## src/rtl/divider_pkg.sv

```systemverilog
// Shared definitions for the serial restoring divider: FSM encoding,
// default operand width and the iteration counter width helper.
package divider_pkg;

    localparam int DEFAULT_WIDTH = 4;

    typedef enum logic [1:0] {
        IDLE   = 2'd0,
        RUN    = 2'd1,
        FINISH = 2'd2
    } state_t;

    // The counter has to hold the value WIDTH itself, hence WIDTH+1 codes.
    function automatic int cntWidth(input int width);
        return $clog2(width + 1);
    endfunction

endpackage

```

## src/rtl/serial_divider_div_step.sv

```systemverilog
// One restoring-division iteration: shift the next dividend bit into the
// partial remainder, subtract the divisor if it fits, and emit the quotient bit.
module div_step
    import divider_pkg::*;
#(
    parameter int WIDTH = DEFAULT_WIDTH
) (
    input  logic [WIDTH-1:0] rIn,
    input  logic             qMsb,
    input  logic [WIDTH-1:0] d,
    output logic [WIDTH:0]   rNext,
    output logic             qBit
);

    logic [WIDTH:0] shifted;
    logic [WIDTH:0] dExt;

    // Trial subtraction on a WIDTH+1 bit value so the compare never overflows.
    always_comb begin
        shifted = {rIn, qMsb};
        dExt    = {1'b0, d};
        rNext   = shifted;
        qBit    = 1'b0;
        if (shifted >= dExt) begin
            rNext = shifted - dExt;
            qBit  = 1'b1;
        end
    end

endmodule

```

## src/rtl/serial_divider.sv

```systemverilog
// Multi-cycle unsigned restoring divider. One quotient bit is produced per
// clock in RUN; results are registered and announced with a one-cycle Done.
module serial_divider
    import divider_pkg::*;
#(
    parameter int WIDTH = DEFAULT_WIDTH
) (
    input  logic             CLK,
    input  logic             RST,
    input  logic             Start,
    input  logic [WIDTH-1:0] Dividend,
    input  logic [WIDTH-1:0] Divisor,
    output logic             Busy,
    output logic             Done,
    output logic [WIDTH-1:0] Quotient,
    output logic [WIDTH-1:0] Remainder,
    output logic             DivZero
);

    localparam int CW = cntWidth(WIDTH);
    localparam logic [CW-1:0] CNT_LOAD = CW'(WIDTH);
    localparam logic [CW-1:0] CNT_ONE  = CW'(1);

    state_t           state;
    logic [WIDTH:0]   rAcc;
    logic [WIDTH-1:0] qReg;
    logic [WIDTH-1:0] dReg;
    logic [CW-1:0]    iterCnt;
    logic [WIDTH:0]   rNext;
    logic             qBit;

    // The accumulator MSB only exists to keep the trial compare exact; after a
    // restoring step the remainder always fits in WIDTH bits.
    logic unusedRMsb;
    assign unusedRMsb = rAcc[WIDTH];

    div_step #(
        .WIDTH(WIDTH)
    ) u_step (
        .rIn  (rAcc[WIDTH-1:0]),
        .qMsb (qReg[WIDTH-1]),
        .d    (dReg),
        .rNext(rNext),
        .qBit (qBit)
    );

    // Control FSM plus datapath registers; the Done cycle itself still refuses
    // a new Start so a request made while Done is high is dropped, not queued.
    always_ff @(posedge CLK) begin
        if (RST) begin
            state     <= IDLE;
            rAcc      <= '0;
            qReg      <= '0;
            dReg      <= '0;
            iterCnt   <= '0;
            Busy      <= 1'b0;
            Done      <= 1'b0;
            Quotient  <= '0;
            Remainder <= '0;
            DivZero   <= 1'b0;
        end else begin
            Done <= 1'b0;
            case (state)
                IDLE: begin
                    if (Start && !Done) begin
                        qReg    <= Dividend;
                        dReg    <= Divisor;
                        rAcc    <= '0;
                        iterCnt <= CNT_LOAD;
                        Busy    <= 1'b1;
                        state   <= (Divisor == '0) ? FINISH : RUN;
                    end
                end
                RUN: begin
                    rAcc    <= rNext;
                    qReg    <= {qReg[WIDTH-2:0], qBit};
                    iterCnt <= iterCnt - CNT_ONE;
                    if (iterCnt == CNT_ONE) begin
                        state <= FINISH;
                    end
                end
                FINISH: begin
                    Done  <= 1'b1;
                    Busy  <= 1'b0;
                    state <= IDLE;
                    if (dReg == '0) begin
                        Quotient  <= '1;
                        Remainder <= qReg;
                        DivZero   <= 1'b1;
                    end else begin
                        Quotient  <= qReg;
                        Remainder <= rAcc[WIDTH-1:0];
                        DivZero   <= 1'b0;
                    end
                end
                default: begin
                    Busy  <= 1'b0;
                    state <= IDLE;
                end
            endcase
        end
    end

endmodule
```

## config.mk

```make
export PLATFORM = sky130hd
export DESIGN_NAME = serial_divider
export DESIGN_NICKNAME = d
export VERILOG_FILES = /design/src/rtl/divider_pkg.sv /design/src/rtl/serial_divider_div_step.sv /design/src/rtl/serial_divider.sv
export SDC_FILE = /design/constraint.sdc
export NUM_CORES = 1
export LEC_CHECK = 0
export BUFFER_PORTS_ARGS = -buffer_cell sky130_fd_sc_hd__buf_2
export CAP_MARGIN = 20
export CORE_UTILIZATION = 54
export CTS_CLUSTER_SIZE = 24
export DETAILED_ROUTE_END_ITERATION = 8
export PLACE_DENSITY = 0.77
export SYNTH_ARGS = -nofsm -noshare
export SYNTH_HDL_FRONTEND = slang
export SYNTH_SLANG_ARGS = --single-unit
```

## constraint.sdc

```tcl
create_clock -name CLK -period 2.4 [get_ports CLK]
set_input_delay 0.24 -clock CLK [delete_from_list [all_inputs] [get_ports CLK]]
set_output_delay 0.24 -clock CLK [all_outputs]
set_load 0.02 [all_outputs]
```

==> results.toml, run 1 <==
[worst_setup_path]
path_depth = 6
timing.setup.critical_path_class = "register to register"
flop_to_flop_setup_slack_ps = 400
worstReg2RegEnd = "rAcc[0]"
setup.worst_path.start = "qReg[3]"
critical_path_peak_fanout = 7
timing.critical_path.arrival_ps = 2230
crit_path_top_delay_cell = "a2111o_1"
worstSetupStartpointType = "register"
slowest_delay_ps = 530
timing.reg2reg.worst_path_depth = 6
crit_path_end = "rAcc[0]"
timing.critical_path.cells = "inv_1 -> ha_1 -> nand2b_1 -> a2111o_1 -> a21o_1 -> a32o_1"
timing.critical_path.required_ps = 2630
critPathCaptureType = "register"
worst_path_dominant_cell_family = "compound AO/OA/AOI/OAI gates"
r2r-start = "qReg[3]"
critPathBufInv = 1

[sta]
max_freq_mhz = 500
finalSetupViolCount = 0
max_slew.worst_pin.slew_ps = 670
finalCritPeriodShare_pct = 83.4
setup-tns-final_ps = 0
rsz_0062_raised_after_global_routing = "false"
max_slew_margin_pct = 55.2
skew_ps = 12.5
period_minus_slack_ps = 2000
timing.final.max_slew_violations = 0
timing.final.ws_setup_ps = 398
hold_viol = 0

[clock_tree]
clock_sinks = 28
cts-hold-fix-buffers = 0
tritoncts = "built"
numCtsBuffers = 3
post-cts-setup-buffers = 0
cts_max_level = 1
clock_path_buffers = 2
register_clock_pin_slew_on_the_reported_worst_setup_and_hold_paths_ps = 140
clock-root-buffer = "clkbuf_4"
ctsResizeCount = 0
worstSkewPairLatency_ps = 330

[placement]
worst_slack_at_placement_ps = 443
total_of_buffers_placed_on_input_and_output_ports = 21
placed_cells_incl_taps = 211
gp_congestion = 0.889
hpwl_mm = 2.11

[power_and_ir_drop]
powerDensity_nw_per_um2 = 704
final_total_pwr_uw = 1100
static-leakage-power_uw = 0.000677
ir_drop_v = 0.000419

[yosys]
synth-edff-count = 0
synth_area_leaders = "dfxtp_1 41%, nand2_1 5.8%, nor2_1 5.8%"
synthDistinctLibCells = 32
syn-num-nets = 183
ffs_latches_synth = 28
ys.flop_type = "dfxtp_1"
ys.warnings.count = 0
asyncSetResetFlopFracSynth_pct = 0
synthesis.instances = 165
ys_seq_area_share_pct = 41.0
synth_commonest_cells = "28 x dfxtp_1, 21 x nand2_1, 21 x nor2_1, 15 x a21oi_1, 12 x nor3_1"
synth_top_area_share_pct = 41.0
post_synth.cell_area_avg_um2 = 8.28
synthesis.area_um2 = 1370
synth_most_common_cell = "dfxtp_1"
biggest_area_consumer_among_synthesized_cells = "dfxtp_1"

[die]
die_y_um = 52.3
die-area_um2 = 2740
design.core.area_um2 = 2300
io_pins = 22
die_w_um = 52.3
rows = 17
start_util_pct = 59.5

[drt]
drc = 0
firstDrtPassIters = 5
dr_total_vias = 1208
post_drt_via_cell_ratio = 5.62
avg_wl_per_cell_um = 13.2
detail-route-antenna-nets = 0
first_iter_violations = 39
total_routed_length_mm = 2.83

[run]
max_cap_viol_count = 0

[global_routing]
global_route.usage.met1_pct = 28.7
gr-usage-all-layers_pct = 23.5
routing_usage_on_met3_pct = 3.48
largest_net_degree_at_the_start_of_global_routing = 27
vias_in_the_first_global_route = 1105
grt_first_pass_wirelength_mm = 4.77
global_route.overflow_total = 0
globalRouteMet2Util_pct = 41.4
antenna_found_initial = 0
top_usage_layer = "met2"

[cells_and_area]
count_of_non_filler_cells_in_the_finished_layout = 215
nNetsFinal = 206
post_route_cells_drive_above_1_share_pct = 16.6
areaGrowthSynthToFinish_pct = 14.0
fillers = 198
insertedDiodeCount = 0
final_core_utilization_pct = 67.8

[run_status]
outcome = "finished, final reports clean"

[worst_hold_path]
min-delay-path-class = "primary input to register"
sequential cells by signal, indices dropped and copies added (netlist names):
| name | count |
|---|---|
| rAcc | 4 |
| Busy | 1 |
| iterCnt | 3 |
| qReg | 4 |
| dReg | 4 |
| Quotient | 4 |
| Done | 1 |
| state | 2 |
| DivZero | 1 |
| Remainder | 4 |
how the worst min path moves through the flow:
stage | startpoint | to | cells after the start | slack (ps)
3_5_place_dp | DivZero | DivZero | 2 | 450
2_1_floorplan | Divisor[2] | dReg[2] | 2 | 380
3_3_place_gp | DivZero | DivZero | 2 | 440
6_report | Divisor[0] | dReg[0] | 3 | 150
4_1_cts | Divisor[0] | dReg[0] | 3 | 130
5_1_grt | Divisor[3] | dReg[3] | 3 | 150
final cells by class:
cell class | count | area (um2) | share of cell area [%]
clock buffers | 3 | 22.5 | 1.45
inverters | 10 | 37.5 | 2.41
well taps | 28 | 35.0 | 2.25
flip-flops and latches | 28 | 561 | 36.0
multi-input cells | 121 | 744 | 47.8
repair buffers | 24 | 128 | 8.19
clock inverters | 1 | 30.0 | 1.93
report_power, final:
group	internal (uW)	switching, uW
registers	497	34.0
clock network	169	140
logic	116	143
stage by stage:
stage | hold slack, ps | instance area, um2
after floorplan | 376 | 1370
after global placement | 441 | 1510
after detailed placement | 448 | 1510
after CTS | 135 | 1560
after global routing | 151 | 1560
final | 146 | 1560
cell usage in the layout, fill, tap and decap left out, types with 3 or more instances in the layout:
cell,synthesis,final
clkbuf_4,0,3
inv_1,10,10
nand2_1,21,21
a21o_1,4,4
a31oi_1,3,3
a32o_1,3,3
a21oi_1,15,15
ha_1,6,6
nor3_1,12,12
a211oi_1,4,4
a311oi_1,3,3
nand2b_1,4,4
nand3_1,4,4
nor2_1,21,21
dfxtp_1,28,28
buf_4,0,3
buf_2,1,21
mux2i_1,4,4
cells by family after synthesis:
kind of cell / synth area share [%]
AO/OA/AOI/OAI: 19.2
XOR/XNOR: 0.641
buffers and inverters: 4.49
adder cells (fa/ha/maj): 6.96
AND/OR/NAND/NOR: 24.7
multiplexers: 2.93
flip-flops: 41.0
routing by layer:
layer	part of all wire (%)	up-vias
met4	0.60	0
met5	0	-
met3	3.5	2
li1	-	627
met1	45	552
met2	51	27
worst min-delay path, stage by stage:
cell and delay, ps:
buf_2 100, nand2_1 50, a21oi_1 50
No activity file was read; power rests on OpenSTA's default activity.
==> run 2: changes to the inputs <==
- clock period: 2.4 -> 1.9 ns (I/O delays scaled with it)
==> run 2 against run 1 <==
Via count increased by 1.1%; clock-buffer cell count unchanged; maximum frequency increased by 10%; combinational power increased by 40%; final area increased by 4.9%; register-to-register slack got worse by 310 ps; die area unchanged; worst setup slack got worse by 310 ps; critical endpoint unchanged; highest routed layer unchanged.
==> results.toml, run 2 (same netlist as run 1, synthesis figures left out) <==
[placement]
placed_cell_area_um2 = 1560
gp_congestion = 0.835
total_of_buffers_placed_on_input_and_output_ports = 21
hpwl_mm = 2.18

[power_and_ir_drop]
ir_drop_v = 0.000717
final_total_pwr_uw = 1410
powerDensity_nw_per_um2 = 864
seq_power_share_pct = 46.9
p_sw_uw = 402
static-leakage-power_uw = 0.000720
clock_power_share_pct = 27.4
power_switching_share_pct = 28.5
p_comb_share_pct = 25.6
power_report.internal_total_uw = 1010

[sta]
period_minus_slack_ps = 1810
max_freq_mhz = 552
finalCritPeriodShare_pct = 95.4
skew_ps = 11.6
max_slew_margin_pct = 56.5
setup-tns-final_ps = 0
rsz_0062_raised_after_global_routing = "false"
hold_viol = 0
finalSetupViolCount = 0
max_slew.worst_pin.slew_ps = 651
timing.final.max_slew_violations = 0

[global_routing]
grt_first_pass_wirelength_mm = 4.86
antenna_found_initial = 0
gr-usage-all-layers_pct = 24.1
global_route.overflow_total = 0
largest_net_degree_at_the_start_of_global_routing = 18
vias_in_the_first_global_route = 1162

[clock_tree]
tritoncts = "built"
post-cts-setup-buffers = 0
register_clock_pin_slew_on_the_reported_worst_setup_and_hold_paths_ps = 140
clock_path_buffers = 2
numCtsBuffers = 3
cts-hold-fix-buffers = 0
worstSkewPairLatency_ps = 330
cts_max_level = 1
clock-root-buffer = "clkbuf_4"
clock_sinks = 28

[die]
rows = 17
die_w_um = 52.3
io_pins = 22
die_y_um = 52.3
start_util_pct = 59.5
die-area_um2 = 2740
design.core.area_um2 = 2300

[run]
max_cap_viol_count = 0

[cells_and_area]
areaGrowthSynthToFinish_pct = 19.6
post_route_cells_drive_above_1_share_pct = 21.6
final_cell_area_um2 = 1630
nNetsFinal = 213
fillers = 198
mostFrequentLayoutCell = "dfxtp_1"
insertedDiodeCount = 0
most-common-layout-cells = "27 x dfxtp_1, 21 x nor2_1, 21 x nand2_1, 21 x buf_2, 15 x a21oi_1"
multi_input_area_um2 = 767
seq_area_um2 = 562
final_core_utilization_pct = 71.1

[worst_hold_path]
hold_path_startpoint = "Divisor[2]"
min_delay_worst_endpoint = "dReg[2]"
worstHoldPathCells = 3
min-delay-path-class = "primary input to register"

[worst_setup_path]
timing.critical_path.required_ps = 2130
critPathCaptureType = "register"
timing.critical_path.arrival_ps = 2050
worstSetupStartpointType = "register"
r2r-start = "dReg[3]"
worstReg2RegEnd = "rAcc[0]"
timing.reg2reg.worst_path_depth = 6
critical_path_peak_fanout = 7
timing.setup.critical_path_class = "register to register"
flop_to_flop_setup_slack_ps = 90

[drt]
drc = 0
first_iter_violations = 11
avg_wl_per_cell_um = 12.8
detail-route-antenna-nets = 0
dr_total_vias = 1221
post_drt_via_cell_ratio = 5.50
firstDrtPassIters = 4
total_routed_length_mm = 2.84

[run_status]
outcome = "finished, final reports clean"
## run 2: power by group through the flow
stage	clock (uW)	sequential (uW)	combinational, uW
CTS	394	661	352
global route	416	669	404
detailed placement	0	674	349
global placement	0	673	340
finish	387	663	362
floorplan	0	679	239
## run 2: how the worst max path moves through the flow
stage / slack [ps] / end / from
after floorplan: 60 / rAcc[2] / qReg[3]
after global placement: 70 / rAcc[2] / qReg[3]
after detailed placement: 30 / rAcc[2] / qReg[3]
after CTS: 3 / rAcc[2] / dReg[3]
after global routing: 4 / rAcc[0] / dReg[3]
final: 90 / rAcc[0] / dReg[3]
## run 2: layer usage
layer  global-route usage [%]  vias to the layer above  part of all wire (%)
li1                         -                      643                     -
met1                     28.4                      559                    48
met2                     43.0                       15                    49
met3                     3.77                        4                   2.0
met4                     9.65                        0                   1.3
met5                        0                        -                     0
## run 2: cell type report
cell class                      instances  area share [%]
Inverter                               10            2.30
Tap cell                               28            2.14
Multi-Input combinational cell        121            46.9
Clock buffer                            3            1.38
Sequential cell                        28            34.4
Clock inverter                          1            1.84
Timing Repair Buffer                   31            11.0
## run 2: worst max-delay path, cell delays in order, from the launching register on
cell      delay, ps
dfxtp_1         370
inv_1            50
ha_1            190
or2_1           250
a2111o_1        410
a21o_1          220
a32o_1          240
## run 2: repair_timing
action,CTS,global route
endpoints found under the setup margin,1,3
pin swaps,1,3
resized for setup,0,4
## run 2: through the flow
stage | worst slack [ps] | hold WS [ps] | instances
2_1_floorplan | 62.9 | 326 | 165
3_3_place_gp | 65.7 | 441 | 218
3_5_place_dp | 27.5 | 449 | 218
4_1_cts | 3.34 | 88.7 | 222
5_1_grt | 3.52 | 102 | 222
6_report | 87.2 | 92.5 | 222
